## src/rtl/pulse_period_monitor.sv

```systemverilog
// Edge-to-edge period monitor with lock/err/timeout; registered outputs one clock after the edge, no backpressure.
// Define PULSE_MON_SYNC_EN to add a 2-flop pulse_in synchronizer (+2 clocks on every edge-relative event).
module pulse_period_monitor #(
  parameter int WIDTH      = 8,
  parameter int LOCK_COUNT = 3,
  parameter int TIMEOUT    = 32
) (
  input  logic             clk,
  input  logic             reset,
  input  logic             pulse_in,
  input  logic [WIDTH-1:0] exp_period,
  output logic [WIDTH-1:0] period,
  output logic             period_valid,
  output logic             locked,
  output logic             err,
  output logic             timeout
);

  localparam int               CW      = $clog2(LOCK_COUNT + 1);
  localparam logic [CW-1:0]    LOCK_C  = CW'(LOCK_COUNT);
  localparam logic [WIDTH-1:0] TO_C    = WIDTH'(TIMEOUT);
  localparam logic [WIDTH-1:0] GAP_MAX = '1;

  typedef enum logic [1:0] {IDLE, MEASURE, LOCKED} state_t;

  state_t           state, state_n;
  logic             pulse_s;
  logic             prev;
  logic             pulse_edge;
  logic [WIDTH-1:0] gap, gap_n;
  logic [CW-1:0]    match_cnt, match_n, match_inc;
  logic [WIDTH-1:0] period_n;
  logic             pv_n, locked_n, err_n, to_n;
  logic             match, timed_out;

`ifdef PULSE_MON_SYNC_EN
  logic [1:0] sync_q;

  always_ff @(posedge clk or posedge reset) begin
    if (reset) sync_q <= '0;
    else       sync_q <= {sync_q[0], pulse_in};
  end

  assign pulse_s = sync_q[1];
`else
  assign pulse_s = pulse_in;
`endif

  assign pulse_edge = pulse_s & ~prev;
  // A zero expected period is treated as "don't know", never a match.
  assign match      = (exp_period != '0) && (gap == exp_period);
  assign match_inc  = match_cnt + CW'(1);
  assign timed_out  = !pulse_edge && (gap == TO_C);

  always_ff @(posedge clk or posedge reset) begin
    if (reset) begin
      state        <= IDLE;
      prev         <= 1'b0;
      gap          <= '0;
      match_cnt    <= '0;
      period       <= '0;
      period_valid <= 1'b0;
      locked       <= 1'b0;
      err          <= 1'b0;
      timeout      <= 1'b0;
    end else begin
      state        <= state_n;
      prev         <= pulse_s;
      gap          <= gap_n;
      match_cnt    <= match_n;
      period       <= period_n;
      period_valid <= pv_n;
      locked       <= locked_n;
      err          <= err_n;
      timeout      <= to_n;
    end
  end

  always_comb begin
    state_n  = state;
    match_n  = match_cnt;
    period_n = period;
    pv_n     = 1'b0;
    locked_n = locked;
    err_n    = 1'b0;
    to_n     = 1'b0;

    if (pulse_edge)          gap_n = WIDTH'(1);
    else if (gap == GAP_MAX) gap_n = gap;
    else                     gap_n = gap + WIDTH'(1);

    case (state)
      IDLE: begin
        // First edge only opens the measurement window.
        if (pulse_edge) state_n = MEASURE;
      end
      MEASURE, LOCKED: begin
        if (pulse_edge) begin
          period_n = gap;
          pv_n     = 1'b1;
          if (match) begin
            if (state == MEASURE) begin
              match_n = match_inc;
              if (match_inc == LOCK_C) begin
                state_n  = LOCKED;
                locked_n = 1'b1;
              end
            end
          end else begin
            match_n = '0;
            if (state == LOCKED) begin
              err_n    = 1'b1;
              locked_n = 1'b0;
              state_n  = MEASURE;
            end
          end
        end else if (timed_out) begin
          to_n     = 1'b1;
          locked_n = 1'b0;
          match_n  = '0;
          state_n  = IDLE;
        end
      end
      default: state_n = IDLE;
    endcase
  end

endmodule

```

## config.mk

```make
export PLATFORM = sky130hd
export DESIGN_NAME = pulse_period_monitor
export DESIGN_NICKNAME = d
export VERILOG_FILES = /design/src/rtl/pulse_period_monitor.sv
export SDC_FILE = /design/constraint.sdc
export NUM_CORES = 1
export LEC_CHECK = 0
export CORE_UTILIZATION = 56
export DETAILED_ROUTE_END_ITERATION = 7
export PLACE_DENSITY = 0.88
export SLEW_MARGIN = 15
export SYNTH_ARGS = -nofsm -noshare
export SYNTH_HDL_FRONTEND = slang
export SYNTH_SLANG_ARGS = --single-unit
export TNS_END_PERCENT = 100
```

## constraint.sdc

```tcl
create_clock -name clk -period 4.76 [get_ports clk]
set_input_delay 0.952 -clock clk [delete_from_list [all_inputs] [get_ports clk]]
set_output_delay 0.952 -clock clk [all_outputs]
set_load 0.005 [all_outputs]
```

==> Yosys cells after proc, flatten, opt, wreduce, memory -nomap -nowiden <==
Cells that the tools add are included.
{ "op_classes": {"n_shift": 0, "n_div": 0, "n_eq_ne": 15, "mul": 0, "n_lt_le_gt_ge": 0, "n_addsub": 2, "n_bitwise": 2, "reduce_logical": 11, "mux": 28} }
{ "op_table": {"columns": ["op", "count"], "rows": [
  ["2-bit two-way mux", 10],
  ["8-bit two-way mux", 2],
  ["1-bit two-way mux", 15],
  ["4-bit != test (second input constant)", 3],
  ["5-bit AND reduction", 2],
  ["8-bit by 1-bit adder with 8-bit output (second input constant)", 1],
  ["8-bit by 6-bit equality test with 1-bit output (second input constant)", 1],
  ["8-bit equality test", 1],
  ["8-bit equality test (second input constant)", 1],
  ["8-bit nonzero test", 1],
  ["3-bit by 2-bit != test with 1-bit output (second input constant)", 2],
  ["2-bit equality test (second input constant)", 2],
  ["2-bit != test (second input constant)", 2],
  ["2-bit one-hot mux with 2 select lines", 1],
  ["3-bit by 1-bit != test with 1-bit output (second input constant)", 1],
  ["3-bit != test (second input constant)", 1],
  ["3-bit AND reduction", 1],
  ["2-bit by 1-bit adder with 2-bit output (second input constant)", 1],
  ["2-bit by 1-bit equality test with 1-bit output (second input constant)", 1],
  ["1-bit logical AND", 2],
  ["2-bit zero test", 1],
  ["2-bit AND reduction", 1],
  ["2-bit nonzero test", 1],
  ["2-bit OR reduction", 1],
  ["other kinds (3)", 3]
]} }
{ "totals": {"in_bits": 11, "latchBits": 0, "reg_bits": 25, "mem_count": 0, "out_inout_bits": 12, "mem_bits_rw": 0, "mem_bits_ro": 0} }

==> Longest topological paths before layout <==
Gate-level depths: netlist of the first run.
{ "depth": {"ltp_word": 7, "ltp_mapped": 7} }

==> Worst setup path before layout of the first run <==
Ideal clock, no wire load.
{ "synth_timing": {"path_type": "input -> register", "start": "input port exp_period[0]", "end": "register state[1]", "stages": 5, "n_path_buf": 0, "setup_slack_ns": 2.332, "setup_ns": 0.125, "arrival_ns": 2.303, "cell_sequence": "or4_1 -> o211a_4 -> a31oi_2 -> o21ai_2 -> mux2_4"} }
{ "synth_between": {"elab_chain_cells": 5, "word_cells_on_any_way": 10, "classes_between": "eq/ne (4); mux (3); reduce/logical (3)"} }
{ "synth_lines": {"columns": ["element", "line", "rtl"], "rows": [
  ["start, declared", "11", "input logic [WIDTH-1:0] exp_period,"],
  ["8-bit equality test or 8-bit nonzero test (tied branches)", "51", "assign match = (exp_period != '0) && (gap == exp_period);"],
  ["1-bit logical AND (*)", "51", null],
  ["2-bit two-way mux", "101", "if (match) begin"],
  ["2-bit two-way mux", "98", "if (pulse_edge) begin"],
  ["2-bit one-hot mux with 2 select lines", "92", "case (state)"],
  ["end signal, assigned", "67", "state <= state_n;"],
  ["end, declared", "26", "state_t state, state_n;"]
]} }
Mark *: on every way between the ends. The rest lies on a longest branch, timed or not.
A chain may end at the register's enable or synchronous reset.

==> Worst setup path in the final report of the first run <==
Ends and elaborated chain as after synthesis.

==> results of run 1 <==
where the power goes:
group          switching (uW)  leakage [uW]  total (uW)  internal, uW
Combinational             114      0.000397         235           121
Sequential               46.7      0.000332         299           253
Clock                    68.0     0.0000139         100          32.1
Total                     229      0.000743         635           406
metal layers:
metal | vias up | GRT usage (%) | wire [microns]
met5 | - | 0 | 0
met3 | 4 | 2.90 | 131
li1 | 554 | - | -
met1 | 547 | 33.9 | 1310
met2 | 39 | 42.5 | 1490
met4 | 0 | 6.58 | 21
metrics by stage:
step	worst slack, ns	hold slack, ns	total power, uW	util (%)	instance area (sq um)
floorplan	2.33	0.470	445	-	1410
global placement	1.84	0.461	527	71.4	1640
detailed placement	1.80	0.468	536	71.4	1640
CTS	2.13	0.502	636	72.7	1670
global route	1.97	0.527	683	72.7	1670
finish	2.13	0.495	635	72.7	1670
synth_stat cells, types with 2 or more instances:
library cell | count | area (sq um)
sky130_fd_sc_hd__a21boi_0 | 2 | 15.0
sky130_fd_sc_hd__nor3_1 | 2 | 10.0
sky130_fd_sc_hd__ha_1 | 8 | 100
sky130_fd_sc_hd__mux2i_1 | 2 | 20.0
sky130_fd_sc_hd__nor2b_1 | 3 | 18.8
sky130_fd_sc_hd__clkbuf_1 | 6 | 22.5
sky130_fd_sc_hd__and3_1 | 2 | 12.5
sky130_fd_sc_hd__and2_1 | 3 | 18.8
sky130_fd_sc_hd__a31oi_1 | 3 | 18.8
sky130_fd_sc_hd__xnor2_1 | 10 | 87.6
sky130_fd_sc_hd__o21ai_0 | 4 | 20.0
sky130_fd_sc_hd__inv_1 | 7 | 26.3
sky130_fd_sc_hd__nor4b_1 | 2 | 17.5
sky130_fd_sc_hd__nand2_1 | 28 | 105
sky130_fd_sc_hd__nand4_1 | 3 | 18.8
sky130_fd_sc_hd__dfrtp_1 | 25 | 626
sky130_fd_sc_hd__a21oi_1 | 3 | 15.0
sky130_fd_sc_hd__nand3_1 | 6 | 30.0
sky130_fd_sc_hd__nor2_1 | 10 | 37.5
cell type report:
cell class,count,area (sq um),area share [%]
Clock buffer,3,22.5,1.35
Sequential cell,25,626,37.5
Multi-Input combinational cell,111,729,43.7
Tap cell,28,35.0,2.10
Timing Repair Buffer,22,220,13.2
Clock inverter,1,7.51,0.449
Inverter,8,30.0,1.80
path summary, 6_finish.rpt:
check | slack (ns) | endpoint | depth (start not counted) | start
setup / recovery | 2.13 | state[1]$_DFFE_PP0P_ | 6 | exp_period[0]
max in group asynchronous | 3.05 | match_cnt[1]$_DFFE_PP0P_ | 2 | reset
hold / removal | 0.50 | period[5]$_DFFE_PP0P_ | 2 | period[5]$_DFFE_PP0P_
min in group asynchronous | 1.13 | locked$_DFFE_PP0P_ | 2 | reset
hold reg to reg | 0.50 | period[5]$_DFFE_PP0P_ | 2 | period[5]$_DFFE_PP0P_
setup reg to reg | 2.68 | locked$_DFFE_PP0P_ | 7 | gap[0]$_DFFE_PP0P_
layout by cell type, fill, tap and decap left out, types with 2 or more instances in the layout:
cell type / Yosys / routed
sky130_fd_sc_hd__a21boi_0: 2 / 2
sky130_fd_sc_hd__a21oi_1: 3 / 3
sky130_fd_sc_hd__a31oi_1: 3 / 3
sky130_fd_sc_hd__and2_1: 3 / 3
sky130_fd_sc_hd__and3_1: 2 / 2
sky130_fd_sc_hd__clkbuf_4: 0 / 3
sky130_fd_sc_hd__clkdlybuf4s50_1: 0 / 22
sky130_fd_sc_hd__dfrtp_1: 25 / 25
sky130_fd_sc_hd__ha_1: 8 / 8
sky130_fd_sc_hd__inv_1: 7 / 7
sky130_fd_sc_hd__mux2i_1: 2 / 2
sky130_fd_sc_hd__nand2_1: 28 / 28
sky130_fd_sc_hd__nand3_1: 6 / 6
sky130_fd_sc_hd__nand4_1: 3 / 3
sky130_fd_sc_hd__nor2_1: 10 / 10
sky130_fd_sc_hd__nor2b_1: 3 / 3
sky130_fd_sc_hd__nor3_1: 2 / 2
sky130_fd_sc_hd__nor4b_1: 2 / 2
sky130_fd_sc_hd__o21ai_0: 4 / 4
sky130_fd_sc_hd__xnor2_1: 10 / 10
registers in the layout, indices dropped and copies added, names as in the netlist:
| register | count |
|---|---|
| prev | 1 |
| period_valid | 1 |
| timeout | 1 |
| err | 1 |
| period | 8 |
| match_cnt | 2 |
| gap | 8 |
| locked | 1 |
| state | 2 |
kinds of logic (layout without fill, tap and decap cells):
logic type,Yosys count,after routing,share of synthesized area [%]
xor+xnor,11,11,6.82
simple gates,67,67,23.6
mux,3,3,2.48
flops,25,25,44.3
compound gates,22,22,11.7
buf+inv,15,34,4.07
fa+ha+maj,8,8,7.09
critical path, stage by stage:
cell and delay, ns:
sky130_fd_sc_hd__clkdlybuf4s50_1 0.45, sky130_fd_sc_hd__or4_1 0.57, sky130_fd_sc_hd__o211ai_1 0.26, sky130_fd_sc_hd__nor4_1 0.10, sky130_fd_sc_hd__o21ai_2 0.21, sky130_fd_sc_hd__mux2_4 0.31
==> metrics.yaml, run 1 <==
synthesis:
  synth_sequential_area_ratio_pct: 44.3
  syn_area_sq_mm: 0.00141
  postSynthNetCount: 170
  postSynth.topFlopCell: "sky130_fd_sc_hd__dfrtp_1"
  synth-warning-count: 0
  synthCells: 151
  netlist-cell-type-count: 41
  synthesis.area_per_instance_sq_um: 9.36
  synth_seq_cells: 25
  share_of_flip_flops_with_an_asynchronous_set_or_reset_after_synthesis_pct: 100
  synth_edf_count: 0
worst_setup_path:
  cp_capture_type: "flop"
  critical_path_arrival_ns: 2.86
  crit_fanout: 2
  timing.critical_path.from_type: "input port"
  worst_ep_required_time_ns: 4.99
  crit_type: "input port to flop"
floorplan:
  design.portCount: 23
  floorplan.initialDensity_pct: 61.5
  chipHeight_microns: 52.2
  dieWidth_microns: 52.2
  die_area_sq_mm: 0.00273
  std_cell_rows: 17
  design.core.area_sq_mm: 0.00230
global_routing:
  via_count_of_the_first_global_routing_pass: 1108
  antenna_found_initial: 0
  grt_overflow_total: 0
  maximum_number_of_pins_on_one_net_before_global_route_repair: 26
  grt_pass1_wl_microns: 5060
  grt_total_usage_pct: 25.0
pwr:
  power.density_mw_per_mm2: 380
  p_leak_uw: 0.000743
  irDropWorstVdd_v: 0.000260
status:
  run_status: "finished clean"
place:
  gp_congestion: 0.847
  io_buffers: 22
  detailedPlacementHpwl_microns: 2210
  dpl.cell_count: 194
clock_network:
  cts.htree.levels: 1
  clock_tree.root_cell: "sky130_fd_sc_hd__clkbuf_4"
  post_cts_buffers: 0
  post_cts_hold_buffer_count: 0
  clock_sinks: 25
  clockBufferDepth: 2
  cts_tree: "built"
  cts_repair_resize_count: 0
  cts-buffers-inserted: 3
  clock_latency_ns: 0.32
  clk_pin_slew_worst_paths_ns: 0.15
sta:
  timing.final.max_slew_violations: 0
  fmaxAchievable_ghz: 0.380
  timing.slew.headroom_pct: 36.2
  final_hold_viol_count: 0
  finalWorstPathRequiredPeriod_ns: 2.63
  post-route-period-util_pct: 55.3
  tns_ns: 0
  skew_ns: 0.00393
  grt_setup_unrepaired: "false"
  setup_viol_count_final: 0
  tightestPinTransition_ns: 0.956
routing:
  drt_pre_antenna_iters: 4
  detail_route.iter0.violations: 17
  routed_wl_microns: 2960
  vias_per_cell: 5.78
  drt.antenna.violating_nets: 0
  num_vias: 1144
  detail_route.drc_violations: 0
  avgRoutedWirePerCell_microns: 14.9
final_layout:
  area_growth_pct: 18.2
  share_of_post_route_cells_with_drive_strength_above_1_pct: 5.88
  num-fill-cells: 189
  fin_cells: 198
  final_nets: 190
  antenna_cells_inserted: 0
hold_path:
  min_path_type: "flop to flop"
flow_run:
  cap_viol_max_count: 0
Note: power is estimated with default switching activity, not from simulation.
==> run 2: changes to the inputs <==
CORE_UTILIZATION = 47   (was 56)
PLACE_DENSITY = 0.79   (was 0.88)
clock period = 2.3 ns   (was 4.76 ns; I/O delays follow)
==> run 2 against run 1 <==
Effect of this change:
- the run now ends with DRC left
- critical path type is now flop to flop
- combinational power increased by 130%
- die area increased by 18%
- sequential power increased by 110%
- count of clock-buffer cells in the layout unchanged
- setup slack got worse by 1.9 ns
- routed wire length increased by 3.0%
- register-to-register slack got worse by 2.5 ns
- hold slack got worse by 0.041 ns
- cell count increased by 9.1%
==> metrics.yaml, run 2 (same netlist as run 1, synthesis figures left out) <==
pwr:
  irDropWorstVdd_v: 0.000381  # +47%
  pwr-share-comb_pct: 39.5  # +2.4 points
  reg_power_share_pct: 45.6  # -1.6 points
  clkPwrFrac_pct: 14.9  # -0.9 points
  internal-power_uw: 886  # +120%
  p_leak_uw: 0.000818  # +10%
  power.net_switching_uw: 476  # +110%
  power.density_mw_per_mm2: 757  # +99%
  power_switching_share_pct: 35.0  # -1.1 points
sta:
  tightestPinTransition_ns: 0.357  # -0.598 ns
  grt_setup_unrepaired: "false"
  timing.slew.headroom_pct: 76.1  # +40 points
  setup_viol_count_final: 0  # unchanged
  final_hold_viol_count: 0  # unchanged
  post-route-period-util_pct: 91.9
  timing.final.max_slew_violations: 0  # unchanged
  skew_ns: 0.0147  # +0.0107 ns
  fmaxAchievable_ghz: 0.473
  fin_ws_ns: 0.185  # -1.94 ns
  finalWorstPathRequiredPeriod_ns: 2.11
  tns_ns: 0  # unchanged
status:
  run_status: "finished with violations"
  violated_checks: "DRC"
worst_setup_path:
  critical_path_depth: 7  # +1
  regToRegSetupSlack_ns: 0.19  # -2.49 ns
  setup.worst_path.start: "gap[1]$_DFFE_PP0P_"
  path_common_cell: "sky130_fd_sc_hd__a21boi_0"
  crit_path_end: "locked$_DFFE_PP0P_"
  r2r-start: "gap[1]$_DFFE_PP0P_"
  critical-path-slowest-cell: "sky130_fd_sc_hd__dfrtp_1"
  path_delay_family: "simple AND/OR/NAND/NOR gates"
  critical_path.max_stage_delay_ns: 0.46  # -0.11 ns
  timing.critical_path.from_type: "flop"
  critical_path_arrival_ns: 2.32  # -0.54 ns
  timing.rr.end: "locked$_DFFE_PP0P_"
  r2r_cells: 7  # unchanged
  worst_ep_required_time_ns: 2.51  # -2.48 ns
  crit_fanout: 5  # +3
  worst-path-buf-inv: 1  # unchanged
  cp_capture_type: "flop"
  crit_type: "flop to flop"
  crit_chain: "inv_1 > ha_1 > nor4b_1 > nand3_1 > a21boi_0 > a21boi_0 > or3_1"
clock_network:
  post_cts_buffers: 0  # unchanged
  post_cts_hold_buffer_count: 0  # unchanged
  clk_pin_slew_worst_paths_ns: 0.15  # about the same
  cts-buffers-inserted: 3  # unchanged
  clock_latency_ns: 0.33  # about the same
  cts.htree.levels: 1  # unchanged
  clockBufferDepth: 2  # unchanged
  clock_tree.root_cell: "sky130_fd_sc_hd__clkbuf_4"
  cts_repair_resize_count: 0  # unchanged
  clock_sinks: 25  # unchanged
  cts_tree: "built"
final_layout:
  mostFrequentLayoutCells: "28 x sky130_fd_sc_hd__nand2_1, 25 x sky130_fd_sc_hd__dfrtp_1, 22 x sky130_fd_sc_hd__clkdlybuf4s50_1"
  layout.core_utilization_pct: 64.1  # -8.6 points
  share_of_post_route_cells_with_drive_strength_above_1_pct: 13.5  # +7.6 points
  antenna_cells_inserted: 0  # unchanged
  final_nets: 205  # +7.9%
  final_common_cell: "sky130_fd_sc_hd__nand2_1"
  reg.largest.list: "gap (8), period (8)"
  area_growth_pct: 27.4
  final_cell_area_sq_mm: 0.00180  # +7.7%
floorplan:
  die_area_sq_mm: 0.00323  # +18%
  std_cell_rows: 19  # +2
  chipHeight_microns: 56.8  # +8.8%
  dieWidth_microns: 56.8  # +8.8%
  design.core.area_sq_mm: 0.00281  # +22%
  design.portCount: 23  # unchanged
  floorplan.initialDensity_pct: 50.4  # -11 points
routing:
  detail_route.iter0.violations: 56  # +39
  drt_pre_antenna_iters: 6  # +2
  vias_per_cell: 5.55  # -3.9%
  detail_route.drc_violations: 2  # +2
  drt.antenna.violating_nets: 0  # unchanged
  avgRoutedWirePerCell_microns: 14.1  # -5.6%
  num_vias: 1199  # +4.8%
  routed_wl_microns: 3040  # +3.0%
place:
  io_buffers: 22  # unchanged
  placement_cell_area_sq_mm: 0.00177  # +7.9%
  detailedPlacementHpwl_microns: 2370  # +7.2%
  gp_congestion: 0.880  # +3.9%
  post-place-ws_ns: -0.144  # -1.95 ns
global_routing:
  antenna_found_initial: 0  # unchanged
  via_count_of_the_first_global_routing_pass: 1149  # +3.7%
  grt_pass1_wl_microns: 5110  # +1.1%
  maximum_number_of_pins_on_one_net_before_global_route_repair: 26  # unchanged
  grt_total_usage_pct: 20.4  # -4.7 points
  grt_overflow_total: 0  # unchanged
hold_path:
  min_path_type: "input port to asynchronous set/reset pin"
flow_run:
  cap_viol_max_count: 0  # unchanged
-- run 2: cell count changes in the layout (fill, tap and decap cells not counted) --
cell                     change
sky130_fd_sc_hd__buf_4      +14
sky130_fd_sc_hd__buf_12      +1
-- run 2: power groups by stage --
stage          Sequential, uW  Combinational [uW]  Clock, uW
6_report                  621                 538        204
5_1_grt                   633                 591        230
4_1_cts                   620                 539        208
3_5_place_dp              628                 536          0
3_3_place_gp              624                 519          0
2_1_floorplan             587                 333          0
-- run 2: metrics by stage --
stage	total power (uW)	hold slack (ns)	cells
2_1_floorplan	921	0.470	151
3_3_place_gp	1140	0.464	212
3_5_place_dp	1160	0.466	212
6_report	1360	0.454	216
4_1_cts	1370	0.458	216
5_1_grt	1450	0.475	216
-- run 2: how the worst min path moves through the flow --
stage	startpoint	cells past startpoint	slack, ns	to
floorplan	period[2]$_DFFE_PP0P_	2	0.47	period[2]$_DFFE_PP0P_
global placement	period[2]$_DFFE_PP0P_	2	0.46	period[2]$_DFFE_PP0P_
detailed placement	period[3]$_DFFE_PP0P_	2	0.47	period[3]$_DFFE_PP0P_
CTS	reset	3	0.46	period[3]$_DFFE_PP0P_
global route	reset	3	0.47	period[3]$_DFFE_PP0P_
finish	reset	3	0.45	period[3]$_DFFE_PP0P_
-- run 2: area by class of cell --
cell class	instances	area [sq um]
Inverter	8	30.0
Fill cell	239	1010
Clock inverter	1	7.51
Timing Repair Buffer	37	345
Multi-Input combinational cell	111	729
Clock buffer	3	22.5
Sequential cell	25	626
Tap cell	31	38.8
-- run 2: worst reg2reg max path, delay by kind of cell (launching register included) --
| kind | cells | cell delay [ns] |
|---|---|---|
| AOI/OAI and AO/OA | 2 | 0.44 |
| adders and majority gates | 1 | 0.14 |
| buffers and inverters | 1 | 0.11 |
| DFF | 1 | 0.46 |
| and+or+nand+nor | 3 | 0.83 |
-- run 2: routing by layer --
metal	vias to the layer above	track usage, %	share of wire, %	wire [microns]
met5	-	0	0	0
met3	6	4.38	4.8	145
met4	0	6.27	2.0	61
met1	573	25.8	44	1330
li1	585	-	-	-
met2	35	34.7	50	1510
